### src/rtl/uart_tx_fifo_drain_if.sv
// uart_tx_fifo_drain_if: FIFO read side, frame config and serial outputs of the UART TX drain
interface uart_tx_fifo_drain_if #(parameter int DATA_WIDTH = 8);
    logic                  R_EMPTY;
    logic [DATA_WIDTH-1:0] RD_DATA;
    logic                  PAR_EN;
    logic                  PAR_TYP;
    logic                  R_INC;
    logic                  TX_OUT;
    logic                  BUSY;
    modport master (output R_EMPTY, RD_DATA, PAR_EN, PAR_TYP, input R_INC, TX_OUT, BUSY);
    modport slave (input R_EMPTY, RD_DATA, PAR_EN, PAR_TYP, output R_INC, TX_OUT, BUSY);
endinterface

### src/rtl/uart_tx_fifo_drain.sv
// uart_tx_fifo_drain: pops FIFO words and serializes them as UART frames, one bit per CLK
module uart_tx_fifo_drain #(
    parameter int DATA_WIDTH = 8
) (
    input logic                    CLK,
    input logic                    RST,
    uart_tx_fifo_drain_if.slave    bus
);
    localparam int CW = DATA_WIDTH > 1 ? $clog2(DATA_WIDTH) : 1;
    typedef enum logic [2:0] {IDLE, START, DATA, PARITY, STOP} state_t;
    state_t                state_q, state_d;
    logic [CW-1:0]         cnt_q, cnt_d;
    logic [DATA_WIDTH-1:0] sh_q, sh_d;
    logic                  pen_q, pen_d;
    logic                  par_q, par_d;
    logic                  tx_q, tx_d;
    logic                  busy_q, busy_d;
    logic                  pop;
    logic                  last_bit;
    assign pop = !RST && !bus.R_EMPTY && (state_q == IDLE || state_q == STOP);
    assign last_bit = cnt_q == CW'(DATA_WIDTH - 1);
    assign bus.R_INC = pop;
    assign bus.TX_OUT = tx_q;
    assign bus.BUSY = busy_q;
    always_ff @(posedge CLK) begin
        if (RST) begin
            state_q <= IDLE;
            cnt_q   <= '0;
            sh_q    <= '0;
            pen_q   <= 1'b0;
            par_q   <= 1'b0;
            tx_q    <= 1'b1;
            busy_q  <= 1'b0;
        end else begin
            state_q <= state_d;
            cnt_q   <= cnt_d;
            sh_q    <= sh_d;
            pen_q   <= pen_d;
            par_q   <= par_d;
            tx_q    <= tx_d;
            busy_q  <= busy_d;
        end
    end
    always_comb begin
        state_d = state_q;
        case (state_q)
            IDLE:    state_d = pop ? START : IDLE;
            START:   state_d = DATA;
            DATA:    state_d = last_bit ? (pen_q ? PARITY : STOP) : DATA;
            PARITY:  state_d = STOP;
            STOP:    state_d = pop ? START : IDLE;
            default: state_d = IDLE;
        endcase
    end
    // TX_OUT is registered from the state being entered, so bit i leaves on the edge entering it
    always_comb begin
        cnt_d  = (state_q == DATA && !last_bit) ? cnt_q + CW'(1) : '0;
        sh_d   = pop ? bus.RD_DATA : (state_d == DATA ? sh_q >> 1 : sh_q);
        pen_d  = pop ? bus.PAR_EN : pen_q;
        par_d  = pop ? (^bus.RD_DATA) ^ bus.PAR_TYP : par_q;
        tx_d   = state_d == START ? 1'b0 :
                 state_d == DATA ? sh_q[0] :
                 state_d == PARITY ? par_q : 1'b1;
        busy_d = state_d != IDLE;
    end
endmodule

### src/flat_wrapper.sv
// flat-port wrapper written by rule: the top's interface ports become plain ports
module uart_tx_fifo_drain_flat 
#(
    parameter int DATA_WIDTH = 8
)
  (CLK, RST, bus_R_EMPTY, bus_RD_DATA, bus_PAR_EN, bus_PAR_TYP, bus_R_INC, bus_TX_OUT, bus_BUSY);
  uart_tx_fifo_drain_if #(.DATA_WIDTH(DATA_WIDTH)) bus_i ();
  input logic CLK;
  input logic RST;
  input wire logic [$bits(bus_i.R_EMPTY)-1:0] bus_R_EMPTY;
  input wire logic [$bits(bus_i.RD_DATA)-1:0] bus_RD_DATA;
  input wire logic [$bits(bus_i.PAR_EN)-1:0] bus_PAR_EN;
  input wire logic [$bits(bus_i.PAR_TYP)-1:0] bus_PAR_TYP;
  output wire logic [$bits(bus_i.R_INC)-1:0] bus_R_INC;
  output wire logic [$bits(bus_i.TX_OUT)-1:0] bus_TX_OUT;
  output wire logic [$bits(bus_i.BUSY)-1:0] bus_BUSY;
  assign bus_i.R_EMPTY = bus_R_EMPTY;
  assign bus_i.RD_DATA = bus_RD_DATA;
  assign bus_i.PAR_EN = bus_PAR_EN;
  assign bus_i.PAR_TYP = bus_PAR_TYP;
  assign bus_R_INC = bus_i.R_INC;
  assign bus_TX_OUT = bus_i.TX_OUT;
  assign bus_BUSY = bus_i.BUSY;
  uart_tx_fifo_drain #(.DATA_WIDTH(DATA_WIDTH)) u_core (.CLK(CLK), .RST(RST), .bus(bus_i));
endmodule
### config.mk
export PLATFORM = sky130hd
export DESIGN_NAME = uart_tx_fifo_drain_flat
export DESIGN_NICKNAME = d
export VERILOG_FILES = /design/src/rtl/uart_tx_fifo_drain_if.sv /design/src/rtl/uart_tx_fifo_drain.sv /design/src/flat_wrapper.sv
export SDC_FILE = /design/constraint.sdc
export NUM_CORES = 1
export LEC_CHECK = 0
export CAP_MARGIN = 20
export CORE_UTILIZATION = 49
export DETAILED_ROUTE_END_ITERATION = 8
export PLACE_DENSITY = 0.76
export SLEW_MARGIN = 30
export SYNTH_ARGS = -nofsm -noshare
export SYNTH_HDL_FRONTEND = slang
export SYNTH_SLANG_ARGS = --single-unit
### constraint.sdc
create_clock -name CLK -period 2.1 [get_ports CLK]
set_input_delay 0.315 -clock CLK [delete_from_list [all_inputs] [get_ports CLK]]
set_output_delay 0.315 -clock CLK [all_outputs]
set_load 0.01 [all_outputs]
; ---- Word-level counts from Yosys, hierarchy flattened
; Cells that the tools add are included.
[totals]
regBits = 18
elab_cells = 40
[op_classes]
add_sub_neg = 1
n_eq_ne = 8
n_mux = 9
bitwise = 2
reduce_logical = 13
[op_table]
columns = op, n
row1 = $mux W8, 2
row2 = $eq A3 B2 Y1 const B, 4
row3 = $pmux W3 S4, 1
row4 = $reduce_xor A8 Y1, 1
row5 = $eq A3 B1 Y1 const B, 2
row6 = $eq A3 B3 Y1 const B, 2
row7 = $mux W3, 2
row8 = $mux W1, 4
row9 = $reduce_or A2 Y1, 2
row10 = $add A3 B1 Y3 const B, 1
row11 = $logic_and A1 B1 Y1, 3
row12 = $logic_not A1 Y1, 3
row13 = $logic_not A3 Y1, 1
row14 = $reduce_bool A3 Y1, 1
row15 = $reduce_bool A2 Y1, 1
row16 = $logic_or A1 B1 Y1, 1
row17 = $not A1 Y1, 1
row18 = $xor A1 B1 Y1, 1

; ---- Logic depth before layout (Yosys ltp)
[depth]
depth_word = 9
ltp_mapped = 6
depth_no_buf = 6

; ---- Least setup slack after synthesis
; Ideal clock, no wire load.
[synth_path]
path_type = reg2reg
startpoint = reg u_core.cnt_q[0]
endpoint = reg u_core.sh_q[0]
setup_time_ns = 0.137
arrival_time_ns = 1.689
required_ns = 1.963
setup_slack_ns = 0.274
path_stages_with_launch = 7
path_buffers = 0
synth_period_minus_slack_ns = 1.826
cell_sequence = dfxtp_1 > ha_1 > ha_1 > or3b_4 > a21oi_4 > mux2i_1 > a211oi_1
[synth_via]
elab_chain_len = 5
[synth_rtl]
columns = item, line_no
row1 = "start, declared", uart_tx_fifo_drain.sv:12  ; logic [CW-1:0] cnt_q, cnt_d;
row2 = "start signal, assigned", uart_tx_fifo_drain.sv:36  ; cnt_q <= cnt_d;
row3 = $eq A3 B3 Y1, uart_tx_fifo_drain.sv:21  ; assign last_bit = cnt_q == CW'(DATA_WIDTH - 1);
row4 = $mux W3, uart_tx_fifo_drain.sv:49  ; DATA: state_d = last_bit ? (pen_q ? PARITY : STOP) : DATA;
row5 = $pmux W3 S4, uart_tx_fifo_drain.sv:46  ; case (state_q)
row6 = $eq A3 B2 Y1, uart_tx_fifo_drain.sv:58  ; sh_d = pop ? bus.RD_DATA : (state_d == DATA ? sh_q >> 1 : sh_q);
row7 = $reduce_bool A2 Y1 (no line), --
row8 = "end signal, assigned", uart_tx_fifo_drain.sv:29  ; sh_q <= '0;
row9 = "end signal, assigned", uart_tx_fifo_drain.sv:37  ; sh_q <= sh_d;
row10 = "end, declared", uart_tx_fifo_drain.sv:13  ; logic [DATA_WIDTH-1:0] sh_q, sh_d;
; Every way passes these cells.
; A chain may end at the register's enable or synchronous reset.

; ---- Worst setup path after layout
[layout_path]
startpoint = reg u_core.cnt_q[0]
endpoint = reg u_core.sh_q[5]
; Same word-level chain as after synthesis.

==> metrics.cfg <==
[placement]
place.gp.congestion = 0.7996
post-place-cells = 115
postPlaceCellArea_um2 = 1001
portBuffers = 15
post-dp-hpwl_mm = 1.142

[sta]
min_period_ns = 1.943
fin_crit_sh = 0.9253
tightest_slew_ns = 0.3632
setup_violations = 0
fin_tns_setup_ns = 0
finalClockSkew_ns = 0.0005083
hold_viol = 0
max_freq_mhz = 514.7
rsz0062_at_grt = false
relSlewSlack = 0.7573
finalMaxSlewViolations = 0

[hold_path]
hold_start = u_core.cnt_q[0]
hold_path_class = reg2reg

[detailed_routing]
dr.pass1.iters = 4
via_per_inst = 5.420
drt-initial-drc-count = 5
wirelength_mm = 1.533
final_antenna_net_count = 0
wl_per_cell_um = 12.88
drc = 0
vias = 645

[cts]
clockRootBuffer = clkbuf_4
postCtsSetupBuffers = 0
cts_resized = 0
postCtsHoldBufs = 0
cts_sinks = 18
htreeDepth = 1
insertion_delay_ns = 0.29
clkTransAtPathRegs_ns = 0.10
cts_tree = built
cts_buffers = 3
cts_buffer_depth = 2

[grt]
antenna_found_initial = 0
grt_util_all_layers = 0.1901
grt_pass1_wl_mm = 2.594
grt_start_max_net_pins = 19
grt-ovfl-total = 0
grt_pass1_vias = 600

[synth]
yosysTopAreaCellShare = 0.4417
synth_most_common_cell = dfxtp_1
synth_nets = 98
yosys.area_share.adder = 0.03067
synth_flop_cell = dfxtp_1
synthDistinctLibCells = 25
synth_seq_cells = 18
avgSynthCellArea_um2 = 9.829
yosys.area.top_type = dfxtp_1
synth-simple-area-share = 0.1610
syn_inst = 83
synth_edf_count = 0
synthTopCellsByCount = dfxtp_1, nor2_1, mux2i_1, a211oi_1
synth_compound_area_frac = 0.1396
synth_seq_area_share = 0.4417
synth_top_family_by_area = simple AND/OR/NAND/NOR gates
syn_area_um2 = 815.8
synthTopCellsByArea = dfxtp_1, mux2i_1, a211oi_1
yosys_warnings = 0
synth-xor-area-share = 0.09202
synthArstFlopShare = 0
synthMuxAreaShare = 0.1120

[die]
start_util = 0.5353
rows = 14
die_h_um = 42.80
die_area_um2 = 1832
io_pins = 16
coreArea_um2 = 1524
die_x_um = 42.80

[pwr]
power_uw = 725.4
ir_worst_vdd_mv = 0.4869
leakagePower_uw = 0.0004114
p_per_area_nw_per_um2 = 699.4

[final_layout]
num_antenna_cells = 0
area_growth_syn_to_layout_pct = 27.15
final_util = 0.6806
drive_above_1_share = 0.09709
final_nets = 119
instances_no_fill = 119
design_area_um2 = 1037

[setup_path]
critical_path.max_fanout = 8
r2r-start = u_core.cnt_q[0]
crit_type = reg2reg
arrival_ns = 2.15
cp-end-kind = flop
start_kind = flop
crit_path_start = u_core.cnt_q[0]
worstPathRequired_ns = 2.31

[job]
cap_violations = 0

[run_status]
status = finished clean

==> worst max-delay path: stages, from the launching register on <==
cell,delay [ns]
dfxtp_1,0.33
ha_1,0.19
ha_1,0.21
or3b_4,0.41
a21oi_4,0.35
mux2i_1,0.13
a211oi_1,0.24
==> metrics by stage <==
step	hold slack [ns]	setup slack, ns
after floorplan	0.4053	0.2736
after global placement	0.4263	0.1874
after detailed placement	0.4341	0.1878
after CTS	0.4495	0.1445
after global routing	0.4661	0.03670
final	0.4438	0.1570
==> report_power, final <==
| group | internal [µW] | total (µW) | switching, µW |
|---|---|---|---|
| sequential | 365 | 379 | 14.0 |
| clock | 106 | 213 | 107 |
| combinational | 78.5 | 134 | 55.3 |
| total | 549 | 725 | 176 |
==> worst paths after layout <==
kind,endpoint,depth (start not counted),slack (ns)
max,u_core.sh_q[5],6,0.16
min,u_core.cnt_q[0],1,0.44
min reg2reg,u_core.cnt_q[0],1,0.44
max reg2reg,u_core.sh_q[5],6,0.16
==> state kept, by name, indices dropped and copies added, names as in the netlist <==
name and count:
u_core.par_q 1, u_core.state_q 3, u_core.cnt_q 3, u_core.pen_q 1, u_core.sh_q 8, u_core.bus.BUSY 1, u_core.bus.TX_OUT 1
==> final cells by class <==
type                            instances  area (µm²)
Sequential cell                        18       360.3
Inverter                                3       11.26
Timing Repair Buffer                   18       172.7
Fill cell                             122       486.7
Tap cell                               16       20.02
Multi-Input combinational cell         60       436.7
Clock buffer                            4       36.28
==> placed cells by master, fill, tap and decap left out, drive strengths merged <==
| master | n |
|---|---|
| nor4 | 1 |
| inv | 3 |
| nor3 | 1 |
| a21boi | 1 |
| xnor2 | 4 |
| o21ai | 2 |
| clkdlybuf4s50 | 15 |
| mux2 | 1 |
| nand2 | 4 |
| and2 | 2 |
| nand4b | 1 |
| mux2i | 8 |
| nor2 | 12 |
| nand3b | 2 |
| a21oi | 5 |
| nor2b | 1 |
| buf | 3 |
| dfxtp | 18 |
| ha | 2 |
| o31ai | 1 |
| nand2b | 1 |
| clkbuf | 4 |
| xnor3 | 1 |
| xor2 | 2 |
| a211oi | 7 |
| or3b | 1 |
==> logic make-up (layout without fill, tap and decap cells) <==
| logic type | after synthesis | count (layout) |
|---|---|---|
| buffers and inverters | 5 | 25 |
| AOI/OAI and AO/OA | 16 | 16 |
| DFF | 18 | 18 |
| muxes | 9 | 9 |
| and+or+nand+nor | 26 | 26 |
| xor gates and xnor gates | 7 | 7 |
| adders and majority gates | 2 | 2 |
==> routing by layer <==
metal | vias to the layer above | global-route usage | routed length [µm]
met1 | 299 | 0.2447 | 764
met2 | 14 | 0.3000 | 699
met5 | - | 0 | 0
li1 | 330 | - | -
met4 | 0 | 0.05625 | 8
met3 | 2 | 0.06383 | 61
(Power assumes the default switching activity.)
